===== config.mk =====
export PLATFORM = sky130hd
export DESIGN_NAME = prog_uart_loader
export DESIGN_NICKNAME = d
export VERILOG_FILES = /design/src/rtl/prog_uart_loader.sv
export SDC_FILE = /design/constraint.sdc
export NUM_CORES = 1
export LEC_CHECK = 0
export BUFFER_PORTS_ARGS = -buffer_cell sky130_fd_sc_hd__buf_2
export CELL_PAD_IN_SITES_DETAIL_PLACEMENT = 0
export CELL_PAD_IN_SITES_GLOBAL_PLACEMENT = 2
export CORE_ASPECT_RATIO = 0.5
export CORE_MARGIN = 5
export CORE_UTILIZATION = 36
export DETAILED_ROUTE_END_ITERATION = 8
export PLACE_DENSITY_LB_ADDON = 0.1
export SYNTH_ARGS = -nofsm -noshare
export SYNTH_HDL_FRONTEND = slang
export SYNTH_SLANG_ARGS = --single-unit
export TNS_END_PERCENT = 50

===== constraint.sdc =====
create_clock -name clock -period 3.54 [get_ports clock]
set_input_delay 0.177 -clock clock [delete_from_list [all_inputs] [get_ports clock]]
set_output_delay 0.177 -clock clock [all_outputs]
set_load 0.02 [all_outputs]

===== src/rtl/prog_uart_loader.sv =====
// prog_uart_loader
//   UART program loader. Receives 8-bit frames (optional parity) on rx_i,
//   assembles little-endian WORD_W-bit words and writes them to instruction
//   memory at incrementing addresses through a ready/valid port. A word equal
//   to EOP_WORD ends the load and releases the core via boot_o.
// Ports:
//   clock, reset (async, active-low)
//   clk_per_bit            : cycles per UART bit (values below 4 act as 4)
//   rx_i, prog_i           : asynchronous serial line / programming request
//   parity_en, parity_odd  : parity bit present / odd parity select
//   mem_we_o, mem_addr_o, mem_wdata_o, mem_ready_i : memory write port
//   boot_o                 : core release
//   frame_err_o, parity_err_o, overrun_err_o : sticky error flags
//   word_count_o           : words written in the current load (saturating)
module prog_uart_loader #(
    parameter int unsigned WORD_W   = 32,
    parameter int unsigned ADDR_W   = 14,
    parameter int unsigned DIV_W    = 16,
    parameter logic [31:0] EOP_WORD = 32'h0000_0FFF
) (
    input  logic              clock,
    input  logic              reset,
    input  logic [DIV_W-1:0]  clk_per_bit,
    input  logic              rx_i,
    input  logic              prog_i,
    input  logic              parity_en,
    input  logic              parity_odd,
    output logic              mem_we_o,
    output logic [ADDR_W-1:0] mem_addr_o,
    output logic [WORD_W-1:0] mem_wdata_o,
    input  logic              mem_ready_i,
    output logic              boot_o,
    output logic              frame_err_o,
    output logic              parity_err_o,
    output logic              overrun_err_o,
    output logic [ADDR_W:0]   word_count_o
);

    localparam int unsigned       NB  = WORD_W / 8;
    localparam logic [WORD_W-1:0] EOP = WORD_W'(EOP_WORD);

    typedef enum logic [2:0] {RX_IDLE, RX_START, RX_DATA, RX_PARITY, RX_STOP} rx_state_t;
    typedef enum logic [1:0] {L_IDLE, L_LOAD, L_WRITE, L_DONE} ld_state_t;

    // ---------------- synchronisers ----------------
    logic       rx_meta, rx_s, rx_prev, prog_meta, prog_s;
    logic [1:0] warm;   // primes after the prog synchroniser has filled

    always_ff @(posedge clock or negedge reset) begin
        if (!reset) begin
            rx_meta   <= 1'b1;
            rx_s      <= 1'b1;
            rx_prev   <= 1'b1;
            prog_meta <= 1'b0;
            prog_s    <= 1'b0;
            warm      <= '0;
        end else begin
            rx_meta   <= rx_i;
            rx_s      <= rx_meta;
            rx_prev   <= rx_s;
            prog_meta <= prog_i;
            prog_s    <= prog_meta;
            warm      <= {warm[0], 1'b1};
        end
    end

    // ---------------- receiver ----------------
    rx_state_t        rx_state, rx_next;
    logic [DIV_W-1:0] div, half, cnt;
    logic [2:0]       bit_cnt;
    logic [7:0]       shreg;
    logic             par_bad, byte_valid;
    logic             tick_half, tick_full, parity_ev, frame_ev;

    assign div       = (clk_per_bit < DIV_W'(4)) ? DIV_W'(4) : clk_per_bit;
    assign half      = div >> 1;
    assign tick_half = (cnt == half - DIV_W'(1));
    assign tick_full = (cnt == div - DIV_W'(1));
    assign parity_ev = (rx_state == RX_PARITY) && tick_full && (rx_s != ((^shreg) ^ parity_odd));
    assign frame_ev  = (rx_state == RX_STOP) && tick_full && !rx_s;

    always_comb begin
        rx_next = rx_state;
        case (rx_state)
            RX_IDLE:   if (rx_prev && !rx_s) rx_next = RX_START;
            RX_START:  if (tick_half) rx_next = rx_s ? RX_IDLE : RX_DATA;
            RX_DATA:   if (tick_full && bit_cnt == 3'd7) rx_next = parity_en ? RX_PARITY : RX_STOP;
            RX_PARITY: if (tick_full) rx_next = RX_STOP;
            RX_STOP:   if (tick_full) rx_next = RX_IDLE;
            default:   rx_next = RX_IDLE;
        endcase
    end

    always_ff @(posedge clock or negedge reset) begin
        if (!reset) begin
            rx_state   <= RX_IDLE;
            cnt        <= '0;
            bit_cnt    <= '0;
            shreg      <= '0;
            par_bad    <= 1'b0;
            byte_valid <= 1'b0;
        end else begin
            rx_state   <= rx_next;
            byte_valid <= 1'b0;
            // Counter restarts on every state change and on every data bit,
            // so each sample lands mid-bit relative to the start-bit centre.
            if (rx_state == RX_IDLE || rx_next != rx_state || (rx_state == RX_DATA && tick_full))
                cnt <= '0;
            else
                cnt <= cnt + DIV_W'(1);
            case (rx_state)
                RX_START: begin
                    bit_cnt <= '0;
                    par_bad <= 1'b0;
                end
                RX_DATA: if (tick_full) begin
                    shreg   <= {rx_s, shreg[7:1]};
                    bit_cnt <= bit_cnt + 3'd1;
                end
                RX_PARITY: if (parity_ev) par_bad <= 1'b1;
                RX_STOP:   if (tick_full && rx_s && !par_bad) byte_valid <= 1'b1;
                default: ;
            endcase
        end
    end

    // ---------------- loader ----------------
    ld_state_t         ld_state, ld_next;
    logic [ADDR_W-1:0] addr;
    logic [ADDR_W:0]   count;
    logic [3:0]        idx;
    logic [WORD_W-1:0] word, word_next;
    logic              boot_q, boot_next, last_byte, accept;
    logic              frame_err, parity_err, overrun_err;

    assign last_byte = (32'(idx) == NB - 1);
    assign accept    = (ld_state == L_WRITE) && mem_ready_i;

    always_comb begin
        word_next = word;
        for (int unsigned i = 0; i < NB; i++)
            if (32'(idx) == i) word_next[8*i +: 8] = shreg;
    end

    always_comb begin
        ld_next = ld_state;
        case (ld_state)
            L_IDLE:  if (prog_s) ld_next = L_LOAD;
            L_LOAD: begin
                if (!prog_s) ld_next = L_IDLE;
                else if (byte_valid && last_byte) ld_next = (word_next == EOP) ? L_DONE : L_WRITE;
            end
            L_WRITE: if (accept) ld_next = prog_s ? L_LOAD : L_IDLE;
            L_DONE:  if (!prog_s) ld_next = L_IDLE;
            default: ld_next = L_IDLE;
        endcase
        // Registered so boot_o is 0 in reset and cannot rise before the
        // prog synchroniser holds a real value.
        boot_next = (ld_next == L_DONE) || (ld_next == L_IDLE && !prog_s && warm[1]);
    end

    always_ff @(posedge clock or negedge reset) begin
        if (!reset) begin
            ld_state    <= L_IDLE;
            boot_q      <= 1'b0;
            addr        <= '0;
            count       <= '0;
            idx         <= '0;
            word        <= '0;
            frame_err   <= 1'b0;
            parity_err  <= 1'b0;
            overrun_err <= 1'b0;
        end else begin
            ld_state <= ld_next;
            boot_q   <= boot_next;
            if (frame_ev)  frame_err  <= 1'b1;
            if (parity_ev) parity_err <= 1'b1;
            case (ld_state)
                L_IDLE: if (prog_s) begin
                    addr        <= '0;
                    count       <= '0;
                    idx         <= '0;
                    word        <= '0;
                    frame_err   <= 1'b0;
                    parity_err  <= 1'b0;
                    overrun_err <= 1'b0;
                end
                L_LOAD: if (prog_s && byte_valid) begin
                    word <= word_next;
                    idx  <= last_byte ? 4'd0 : idx + 4'd1;
                end
                L_WRITE: begin
                    if (byte_valid) overrun_err <= 1'b1;
                    if (accept) begin
                        addr <= addr + ADDR_W'(1);
                        if (count != '1) count <= count + (ADDR_W+1)'(1);
                    end
                end
                default: ;
            endcase
        end
    end

    assign mem_we_o      = (ld_state == L_WRITE);
    assign mem_addr_o    = addr;
    assign mem_wdata_o   = word;
    assign boot_o        = boot_q;
    assign frame_err_o   = frame_err;
    assign parity_err_o  = parity_err;
    assign overrun_err_o = overrun_err;
    assign word_count_o  = count;

endmodule


[Yosys cells after proc, flatten, opt, wreduce, memory -nomap -nowiden]
Index checks and enable logic that the tools add are counted.
Word-level totals
  register bits: 110
  bits of input ports: 23
  output and inout port bits: 66
  word-level logic and storage cells: 142
Cells by class
  add/subtract/negate cells: 7
  magnitude comparators: 1
  equality and inequality tests: 25
  muxes and demuxes: 51
  bitwise gates (word level): 1
  reduce and logical (&&, ||, !) cells: 36
Operators by type and width (count)
  $mux 32: 2
  $pmux 32 s2: 1
  $mux 15: 3
  $eq 16x16->1: 2
  $eq 32x12->1 const B: 1
  $mux 16: 2
  $mux 8: 4
  $pmux 15 s2: 1
  $mux 14: 2
  $pmux 14 s2: 1
  $mux 3: 7
  $add 16x1->16 const B: 1
  $lt 16x3->1 const B: 1
  $sub 15x1->16 const B: 1
  $sub 16x1->16 const B: 1
  $add 15x1->15 const B: 1
  $ne 15x15->1 const B: 1
  $pmux 3 s5: 1
  $add 14x1->14 const B: 1
  $logic_and 1x1->1: 14
  $mux 1: 13
  $mux 2: 6
  $mux 4: 3
  $reduce_and 3->1: 3
  27 further kinds: 48

[Logic depth before layout (Yosys ltp)]
Gate-level depths: netlist of the first run.
  depth after elaboration: 11
  mapped depth: 14
  depth with buffers taken out: 12

[Worst setup path after synthesis of the first run]
No wires, ideal clock.
  kind: input-to-reg
  start: input clk_per_bit[7]
  end: register parity_err, in the netlist parity_err_o
  setup time: 0.074 ns
  arrival time: 4.105 ns
  data required time: 3.466 ns
  path slack: -0.639 ns
  stages on the path: 11
  buffers on the path: 1
  path through: clkbuf_1 -> or4_1 -> o41ai_1 -> ha_1 -> or3b_1 -> or4_4 -> nand2_1 -> o311ai_1 -> or4_4 -> or4_4 -> a21oi_2
Between the ends
  cells in the longest elaborated chain, start to end: 9
RTL lines
  from (decl): line 23  | input logic [DIV_W-1:0] clk_per_bit,
  $lt 16x3->1: line 75  | assign div = (clk_per_bit < DIV_W'(4)) ? DIV_W'(4) : clk_per_bit;
  $mux 16 *: line 75
  $sub 16x1->16 *: line 78  | assign tick_full = (cnt == div - DIV_W'(1));
  $eq 16x16->1 *: line 78
  $logic_and 1x1->1 * (2 in a row): line 79  | assign parity_ev = (rx_state == RX_PARITY) && tick_full && (rx_s != ((^shreg) ^ parity_odd));
  $mux 1 *: line 177  | if (parity_ev) parity_err <= 1'b1;
  $mux 1: line 179  | L_IDLE: if (prog_s) begin
  $mux 1 *: line 178  | case (ld_state)
  to (signal assigned): line 171  | parity_err <= 1'b0;
  to (signal assigned): line 177
  to (signal assigned): line 185  | parity_err <= 1'b0;
  to (decl): line 134  | logic frame_err, parity_err, overrun_err;
Mark *: on every way between the ends. The rest lies on a longest branch, timed or not.
A chain may end at the register's enable or synchronous reset.

[Worst setup path after layout of the first run]
  start: input clk_per_bit[4]
  end: register parity_err, in the netlist parity_err_o
Same word-level chain as after synthesis.

==> impl_metrics.json, run 1 <==
{
  "status": "complete, no violations",
  "synth_fp_nets": 684,
  "worst-slew-pin-transition_ps": 714,
  "hold_violations": 0,
  "skew_ps": 11.5,
  "drt-wirelength-per-cell_um": 17.5,
  "io_pins": 89,
  "drive_gt1_share_pct": 26.8,
  "fin_crit_sh_pct": 97.1,
  "timing.fmax_ghz": 0.291,
  "vias": 5344,
  "drt_wl_total_um": 17700,
  "viasPerCell": 5.29,
  "fin_util_pct": 45.4,
  "yosysTopAreaCell": "dfrtp_1",
  "numClockSinks": 110,
  "ff2ff_setup_slack_ps": 890,
  "place_area_um2": 7410,
  "insertion_delay_ps": 360,
  "reg2reg_from": "cnt[12]$_DFF_PN0_",
  "synth_seq_cells": 110,
  "rr_worst_depth": 7,
  "gp_congestion": 0.856,
  "worstPathRequired_ps": 3840,
  "cts_buffers": 9,
  "first_pass_iters": 4,
  "async_reset_ff_share_pct": 100,
  "synth_area_um2": 6260,
  "ir_drop_mv": 0.246,
  "clk_path_buf_depth": 2,
  "cts_tree": "yes",
  "yosysTopAreaCellShare_pct": 42.8,
  "critPathCapture": "parity_err_o$_DFF_PN0_",
  "p_per_area_nw_per_um2": 427,
  "cap_violations": 0,
  "die_area_um2": 20300,
  "worstSetupPathType": "in -> reg",
  "worstSetupStartpointType": "input pin",
  "core-area_um2": 17200,
  "cts-root-buf": "clkbuf_16",
  "start_util_pct": 36.3,
  "max-slew-margin-rel_pct": 52.4,
  "grt_pass1_wl_um": 28600,
  "worstReg2RegEnd": "parity_err_o$_DFF_PN0_",
  "crit_fanout": 4,
  "arrival_ps": 3740,
  "clkSlewWorstSetupHoldPaths_ps": 90,
  "synth_warnings": 0,
  "die_w_um": 196,
  "die-height_um": 103,
  "htreeDepth": 3,
  "yosys_most_used_dff": "dfrtp_1",
  "track_usage_pct": 17.7,
  "timing.final.ws_setup_ps": 102,
  "synth.most_common_cell": "dfrtp_1",
  "setup_viol": 0,
  "endpoint_kind": "flip-flop",
  "io_buffers": 88,
  "grt_pass1_vias": 5333,
  "place_hpwl_um": 13200,
  "antennaDiodeCount": 0,
  "synth.distinct_cells": 67,
  "startpoint": "clk_per_bit[4]",
  "grt_max_degree": 56,
  "finalMaxSlewViolations": 0,
  "row_count": 34,
  "drtIter0Drc": 205,
  "globalRoute.totalOverflow": 0,
  "finalNonFillerCells": 1011,
  "hold_path.class": "in -> reg",
  "dp_slack_ps": -380,
  "p_leak_nw": 3.62,
  "ys_seq_area_share_pct": 44.0,
  "layout.nets": 806,
  "syn_area_per_cell_um2": 9.63,
  "synth_common_cells": "107 x dfrtp_1, 60 x nor2_1, 49 x xor2_1, 41 x nand2_1",
  "syn_to_final_growth_pct": 24.9,
  "synth_area_leaders": "dfrtp_1 43%, xor2_1 6.9%, a22o_1 4.6%",
  "antenna_found_initial": 0,
  "holdWs_ps": 103,
  "period_needed_ps": 3440,
  "fin_area_um2": 7820,
  "synth_cells": 650,
  "drc": 0,
  "dp.cells": 991,
  "ant_nets": 0,
  "synth_edf_count": 0
}
-- stage by stage --
stage | TNS, ps | power [mW]
after CTS | 0 | 3.37
final | 0 | 3.34
after global routing | -12.8 | 3.54
after floorplan | -1060 | 1.99
after global placement | -7030 | 2.28
after detailed placement | -9550 | 2.28
-- report_power, final --
group / internal (mW) / total, mW / switching, mW
Sequential: 1.33 / 1.46 / 0.133
Clock: 0.511 / 1.06 / 0.552
Combinational: 0.319 / 0.815 / 0.496
-- metal layers --
| layer | vias to the layer above | share of wire [%] | track usage [%] |
|---|---|---|---|
| li1 | 2593 | - | - |
| met1 | 2638 | 48 | 24.1 |
| met2 | 98 | 47 | 30.3 |
| met3 | 15 | 3.8 | 3.24 |
| met4 | 0 | 0.87 | 3.49 |
| met5 | - | 0 | 0 |
-- area by class of cell --
cell class              count  area [um2]
clock buffers               9         225
clock inverters             7        88.8
fillers                  1715        9410
inverters                  18        67.6
multi-input cells         486        3460
flip-flops and latches    110        2760
well taps                 234         293
repair buffers            147         925
-- placed cells by master, fill, tap and decap left out, types with 5 or more instances in the layout --
cell type / Yosys / layout
nor2_1: 60 / 60
o21ai_0: 17 / 17
a21oi_1: 28 / 28
nand3_1: 29 / 29
buf_4: 0 / 55
mux2i_1: 6 / 6
or4_1: 7 / 5
a22o_1: 33 / 33
and3_1: 9 / 9
ha_1: 11 / 9
xnor2_1: 33 / 33
nand2_1: 41 / 40
nor2b_1: 5 / 5
or2_2: 5 / 5
and2_1: 7 / 6
mux2_2: 5 / 5
clkbuf_16: 0 / 9
inv_1: 17 / 17
nor3b_1: 7 / 6
xor2_1: 49 / 49
a211oi_1: 6 / 5
or3_1: 6 / 6
nor3_1: 9 / 8
dfrtp_1: 107 / 107
a31oi_1: 6 / 5
or4_4: 4 / 6
nand4_1: 18 / 18
nand2b_1: 9 / 9
nor4_1: 12 / 10
buf_2: 3 / 86
-- flip-flops by register name, indices dropped and copies added (netlist names) --
register and count:
bit_cnt 3, boot_o 1, byte_valid 1, cnt 16, frame_err_o 1, idx 4
ld_state 2, mem_addr_o 14, mem_wdata_o 32, overrun_err_o 1, par_bad 1, parity_err_o 1
prog_meta 1, prog_s 1, rx_meta 1, rx_prev 1, rx_s 1, rx_state 3
shreg 8, warm 2, word_count_o 15
-- timing repair --
action                                  CTS  global route
endpoints found under the hold margin    52             0
setup buffers                             0             1
resized for setup                         0            11
hold buffers                              3             0
endpoints found under the setup margin    0            31
-- worst min-delay path by stage --
stage	cells after the start	end	start	slack, ps
2_1_floorplan	0	bit_cnt[0]$_DFFE_PN0P_	reset	-120
3_3_place_gp	1	word_count_o[11]$_DFFE_PN0P_	reset	280
3_5_place_dp	1	word_count_o[11]$_DFFE_PN0P_	reset	270
4_1_cts	3	mem_addr_o[0]$_DFFE_PN0P_	mem_ready_i	80
5_1_grt	3	mem_addr_o[0]$_DFFE_PN0P_	mem_ready_i	120
6_report	3	mem_addr_o[0]$_DFFE_PN0P_	mem_ready_i	100
-- critical path, stage by stage --
cell      delay [ps]
buf_6             90
or4_4            560
o41ai_4          500
ha_2             260
or3b_4           380
or4_4            520
nand2_4           90
o311ai_4         120
or4_4            470
or4_4            440
a21oi_2          120
-- cells by family (layout without fill, tap and decap cells) --
family | count (synthesis) | count (layout) | share of synthesized area (%)
fa+ha+maj | 11 | 11 | 2.20
compound gates | 132 | 132 | 14.9
mux | 14 | 14 | 2.40
buf+inv | 54 | 181 | 3.30
flops | 110 | 110 | 44.0
xor+xnor | 83 | 83 | 11.9
other cells | 1 | 1 | 0.0599
simple gates | 245 | 245 | 21.2
Note: power is estimated with default switching activity, not from simulation.
==> run 2: changes to the inputs <==
--- a/config.mk
+++ b/config.mk
@@ -13,7 +13,8 @@
 export CORE_UTILIZATION = 36
 export DETAILED_ROUTE_END_ITERATION = 8
 export PLACE_DENSITY_LB_ADDON = 0.1
+export RECOVER_POWER = 25
 export SYNTH_ARGS = -nofsm -noshare
 export SYNTH_HDL_FRONTEND = slang
 export SYNTH_SLANG_ARGS = --single-unit
-export TNS_END_PERCENT = 50
+export TNS_END_PERCENT = 100
==> impl_metrics.json, run 2 (synthesis gave the netlist of run 1 again) <==
{
  "status": "complete, but fails checks",
  "violations": "max-capacitance violations, max-slew violations",
  "cts-root-buf": "clkbuf_16",
  "worstSetupPathType": "in -> reg",
  "timing.fmax_ghz": 0.286,
  "holdWs_ps": 104,
  "io_pins": 89,
  "drtIter0Drc": 338,
  "first_pass_iters": 4,
  "drive_gt1_share_pct": 23.6,
  "period_needed_ps": 3500,
  "start_util_pct": 36.3,
  "die_area_um2": 20300,
  "die_w_um": 196,
  "finalMaxSlewViolations": 63,
  "p_per_area_nw_per_um2": 427,
  "max-slew-margin-rel_pct": -7.05,
  "setup_viol": 0,
  "routed-wl-met3_um": 710,
  "clkPwrFrac_pct": 31.2,
  "io_buffers": 88,
  "finalNonFillerCells": 1011,
  "ir_drop_mv": 0.259,
  "cts_tree": "yes",
  "clkSlewWorstSetupHoldPaths_ps": 80,
  "ant_nets": 0,
  "place_hpwl_um": 13200,
  "p_leak_nw": 3.48,
  "multiInputGateArea_um2": 3520,
  "layout.nets": 806,
  "drc": 0,
  "die-height_um": 103,
  "fillCellCount": 1711,
  "grt_max_degree": 63,
  "combPwrFrac_pct": 25.4,
  "hold_violations": 0,
  "final_common_cell": "dfrtp_1",
  "antenna_found_initial": 0,
  "dr.max_layer_used": "met4",
  "viasPerCell": 5.31,
  "cap_violations": 1,
  "worstSetupStartpointType": "input pin",
  "reg2reg_from": "cnt[12]$_DFF_PN0_",
  "dr_wl_met2_um": 8290,
  "arrival_ps": 3770,
  "row_count": 34,
  "htreeDepth": 3,
  "core-area_um2": 17200,
  "rsz0062_at_grt": "true",
  "drt_wl_total_um": 18000,
  "internal-power_mw": 2.16,
  "insertion_delay_ps": 360,
  "grt_pass1_vias": 5175,
  "hold_path.class": "in -> reg",
  "track_usage_pct": 17.7,
  "min-delay-start": "mem_ready_i",
  "grt_pass1_wl_um": 28500,
  "startpoint": "clk_per_bit[7]",
  "largest_reg_flops": 32,
  "drt-wirelength-per-cell_um": 17.8,
  "cts_buffers": 9,
  "endpoint_kind": "flip-flop",
  "p_sw_share_pct": 35.3,
  "antennaDiodeCount": 0,
  "clk_path_buf_depth": 2,
  "dp.cells": 987,
  "globalRoute.totalOverflow": 0,
  "layout_common_cells": "107 x dfrtp_1, 60 x nor2_1, 54 x buf_2",
  "power.net_switching_mw": 1.18,
  "skew_ps": 11.8,
  "fin_util_pct": 45.4,
  "crit_fanout": 8,
  "syn_to_final_growth_pct": 25.0,
  "pwr-share-seq_pct": 43.4,
  "worst-slew-pin-transition_ps": 1610,
  "vias": 5364,
  "gp_congestion": 0.886,
  "ff2ff_setup_slack_ps": 950,
  "worstPathRequired_ps": 3820,
  "m1WireLength_um": 8810,
  "fin_crit_sh_pct": 98.8,
  "regArea_um2": 2760,
  "numClockSinks": 110
}
run 2: metrics by stage:
step,setup TNS (ps),cell area [um2],power (mW),setup WS (ps)
2_1_floorplan,-1010,6410,2.00,-169
3_3_place_gp,-7680,7390,2.28,-306
3_5_place_dp,-9020,7390,2.28,-357
4_1_cts,0,7720,3.33,19.9
5_1_grt,-680,7820,3.53,-49.6
6_report,0,7820,3.34,43.8
run 2: worst paths after layout:
kind | endpoint | cells after the start
setup / recovery | cnt[14]$_DFF_PN0_ | 13
min in group asynchronous | word_count_o[9]$_DFFE_PN0P_ | 2
hold reg to reg | warm[1]$_DFF_PN0_ | 0
setup reg to reg | parity_err_o$_DFF_PN0_ | 7
max in group asynchronous | word_count_o[14]$_DFFE_PN0P_ | 3
hold / removal | mem_addr_o[0]$_DFFE_PN0P_ | 3
run 2: power by group through the flow:
stage	clock network (mW)	logic, mW	registers [mW]
after floorplan	0	0.590	1.41
after global placement	0	0.808	1.47
after detailed placement	0	0.807	1.47
after CTS	1.07	0.813	1.45
after global routing	1.11	0.956	1.46
final	1.04	0.849	1.45
run 2: final cells by class:
| type | instances | share of cell area, % |
|---|---|---|
| Clock buffer | 9 | 2.88 |
| Clock inverter | 7 | 0.960 |
| Inverter | 18 | 0.864 |
| Multi-Input combinational cell | 487 | 45.0 |
| Sequential cell | 110 | 35.2 |
| Tap cell | 234 | 3.74 |
| Timing Repair Buffer | 146 | 11.3 |
run 2: what timing repair did:
| action | 4_1_cts | 5_1_grt |
|---|---|---|
| hold buffers | 3 | 0 |
| buffers inserted | 0 | 4 |
| setup endpoints to repair | 0 | 33 |
| endpoints found under the hold margin | 59 | 0 |
| gates resized for setup | 0 | 21 |
run 2: routing by layer:
metal  GRT usage (%)  vias to the layer above
met5               0                        -
met4            4.13                        0
met3            3.62                       18
met2            29.1                      108
met1            24.5                     2637
li1                -                     2601
run 2: worst max-delay path, cell delays in order:
cell	delay (ps)
buf_6	90
or4_4	570
o41ai_4	460
buf_4	190
ha_4	120
or3b_4	390
or4_4	540
buf_6	150
o311ai_4	320
nor4_4	80
buf_4	170
a32o_4	350
a21oi_1	170
==> run 3: changes to the inputs <==
--- a/config.mk
+++ b/config.mk
@@ -5,7 +5,7 @@
 export SDC_FILE = /design/constraint.sdc
 export NUM_CORES = 1
 export LEC_CHECK = 0
-export BUFFER_PORTS_ARGS = -buffer_cell sky130_fd_sc_hd__buf_2
+export BUFFER_PORTS_ARGS = -buffer_cell sky130_fd_sc_hd__buf_4
 export CELL_PAD_IN_SITES_DETAIL_PLACEMENT = 0
 export CELL_PAD_IN_SITES_GLOBAL_PLACEMENT = 2
 export CORE_ASPECT_RATIO = 0.5
@@ -13,7 +13,7 @@
 export CORE_UTILIZATION = 36
 export DETAILED_ROUTE_END_ITERATION = 8
 export PLACE_DENSITY_LB_ADDON = 0.1
-export RECOVER_POWER = 25
+export RECOVER_POWER = 50
 export SYNTH_ARGS = -nofsm -noshare
 export SYNTH_HDL_FRONTEND = slang
 export SYNTH_SLANG_ARGS = --single-unit
==> impl_metrics.json, run 3 (synthesis gave the netlist of run 1 again) <==
{
  "grt_max_degree": 72,
  "regArea_um2": 2760,
  "violations": "max-capacitance violations, max-slew violations",
  "core-area_um2": 17200,
  "rsz0062_at_grt": "true",
  "drt_wl_total_um": 17700,
  "grt_pass1_vias": 5373,
  "viasPerCell": 5.25,
  "multiInputGateArea_um2": 3480,
  "die_w_um": 196,
  "final_common_cell": "buf_4",
  "globalRoute.totalOverflow": 0,
  "place_area_um2": 7630,
  "setup_viol": 0,
  "layout.nets": 807,
  "cap_violations": 1,
  "crit_fanout": 3,
  "syn_to_final_growth_pct": 26.6,
  "start_util_pct": 36.3,
  "cts-root-buf": "clkbuf_16",
  "place_hpwl_um": 13200,
  "crit_path_cell_trace": "buf_6, or4_4, o41ai_4, ha_2, or3b_4, or4_4, nand2_4, o311ai_4, or4_4, or4_4, a21oi_2",
  "worstSetupStartpointType": "input pin",
  "status": "complete, but fails checks",
  "numClockSinks": 110,
  "fin_crit_sh_pct": 97.9,
  "finalMaxSlewViolations": 72,
  "row_count": 34,
  "io_pins": 89,
  "hold_path.class": "in -> reg",
  "p_leak_nw": 3.51,
  "die-height_um": 103,
  "track_usage_pct": 17.8,
  "p_per_area_nw_per_um2": 413,
  "layout_common_cells": "112 x buf_4, 107 x dfrtp_1, 60 x nor2_1",
  "crit_path_top_delay_cell": "or4_4",
  "crit_path_max_incr_delay_ps": 560,
  "htreeDepth": 3,
  "hold_violations": 0,
  "period_needed_ps": 3470,
  "timing.fmax_ghz": 0.289,
  "cts_buffers": 9,
  "critPathBufInv": 1,
  "skew_ps": 13.2,
  "drc": 0,
  "endpoint_kind": "flip-flop",
  "max-slew-margin-rel_pct": -20.4,
  "first_pass_iters": 4,
  "clkSlewWorstSetupHoldPaths_ps": 80,
  "fin_area_um2": 7920,
  "vias": 5318,
  "io_buffers": 88,
  "gp_congestion": 0.847,
  "drive_gt1_share_pct": 23.9,
  "power_mw": 3.27,
  "antennaDiodeCount": 0,
  "worstSetupPathType": "in -> reg",
  "setup_tns_ps": 0,
  "antenna_found_initial": 0,
  "die_area_um2": 20300,
  "ir_drop_mv": 0.236,
  "drtIter0Drc": 236,
  "path_common_cell": "or4_4",
  "cts_tree": "yes",
  "arrival_ps": 3740,
  "worstPathRequired_ps": 3810,
  "drt-wirelength-per-cell_um": 17.5,
  "worst-slew-pin-transition_ps": 1810,
  "ant_nets": 0,
  "clk_path_buf_depth": 2,
  "insertion_delay_ps": 350,
  "cp_top_family": "simple AND/OR/NAND/NOR gates",
  "grt_pass1_wl_um": 29100,
  "largest_reg_flops": 32,
  "fillCellCount": 1738
}
-- run 3: changes by cell type in the layout (fill, tap and decap cells not counted), sizes merged --
cell	change
clkinv	+2
inv	-1
clkinvlp	-1
clkbuf	-3
a32o	-1
buf	+6
dlygate4sd3	-1
-- run 3: worst reg2reg max path, delay by kind of cell (launching register included) --
| family | cells | cell delay (ps) |
|---|---|---|
| DFF | 1 | 470 |
| xor gates and xnor gates | 2 | 530 |
| and+or+nand+nor | 3 | 1350 |
| AOI/OAI and AO/OA | 2 | 210 |
-- run 3: worst paths after layout --
check                      cells after the start  slack, ps                start                           end
hold reg to reg                                0        350  prog_meta$_DFF_PN0_              prog_s$_DFF_PN0_
setup reg to reg                               7        910    cnt[12]$_DFF_PN0_        parity_err_o$_DFF_PN0_
hold / removal                                 3        100          mem_ready_i     mem_addr_o[0]$_DFFE_PN0P_
max in group asynchronous                      2       1410                reset    mem_wdata_o[3]$_DFFE_PN0P_
setup / recovery                              11         70      clk_per_bit[14]        parity_err_o$_DFF_PN0_
min in group asynchronous                      1        300                reset  word_count_o[11]$_DFFE_PN0P_
-- run 3: routing by layer --
metal | GRT usage [%] | wire length, um | vias up
li1 | - | - | 2591
met1 | 24.1 | 8480 | 2618
met2 | 30.9 | 8490 | 94
met3 | 3.11 | 575 | 15
met4 | 3.54 | 200 | 0
met5 | 0 | 0 | -
-- run 3: timing repair --
item,4_1_cts,5_1_grt
hold buffers,2,0
pin swaps,1,3
setup endpoints to repair,3,31
endpoints found under the hold margin,2,0
setup buffers,0,4
resized for setup,2,11
-- run 3: power breakdown --
group          total [mW]  switching, mW  leakage (nW)  internal (mW)
Sequential           1.46          0.129          1.48           1.33
Combinational       0.830          0.506          1.88          0.324
Clock               0.980          0.492         0.143          0.489
Total                3.27           1.13          3.51           2.14
-- run 3: cell type report --
class | count | area share [%]
Sequential cell | 110 | 34.8
Multi-Input combinational cell | 486 | 43.9
Clock inverter | 7 | 0.726
Timing Repair Buffer | 148 | 13.2
Tap cell | 234 | 3.69
Inverter | 18 | 0.853
Clock buffer | 9 | 2.84
-- run 3: through the flow --
| step | hold WS [ps] | setup WS [ps] | std cells | utilization, % |
|---|---|---|---|---|
| 2_1_floorplan | -119 | -169 | 650 | - |
| 3_3_place_gp | 286 | -306 | 990 | 44.3 |
| 3_5_place_dp | 287 | -470 | 990 | 44.3 |
| 4_1_cts | 6.71 | 13.2 | 1008 | 46.1 |
| 5_1_grt | 134 | -26.3 | 1012 | 46.0 |
| 6_report | 104 | 74.9 | 1012 | 46.0 |
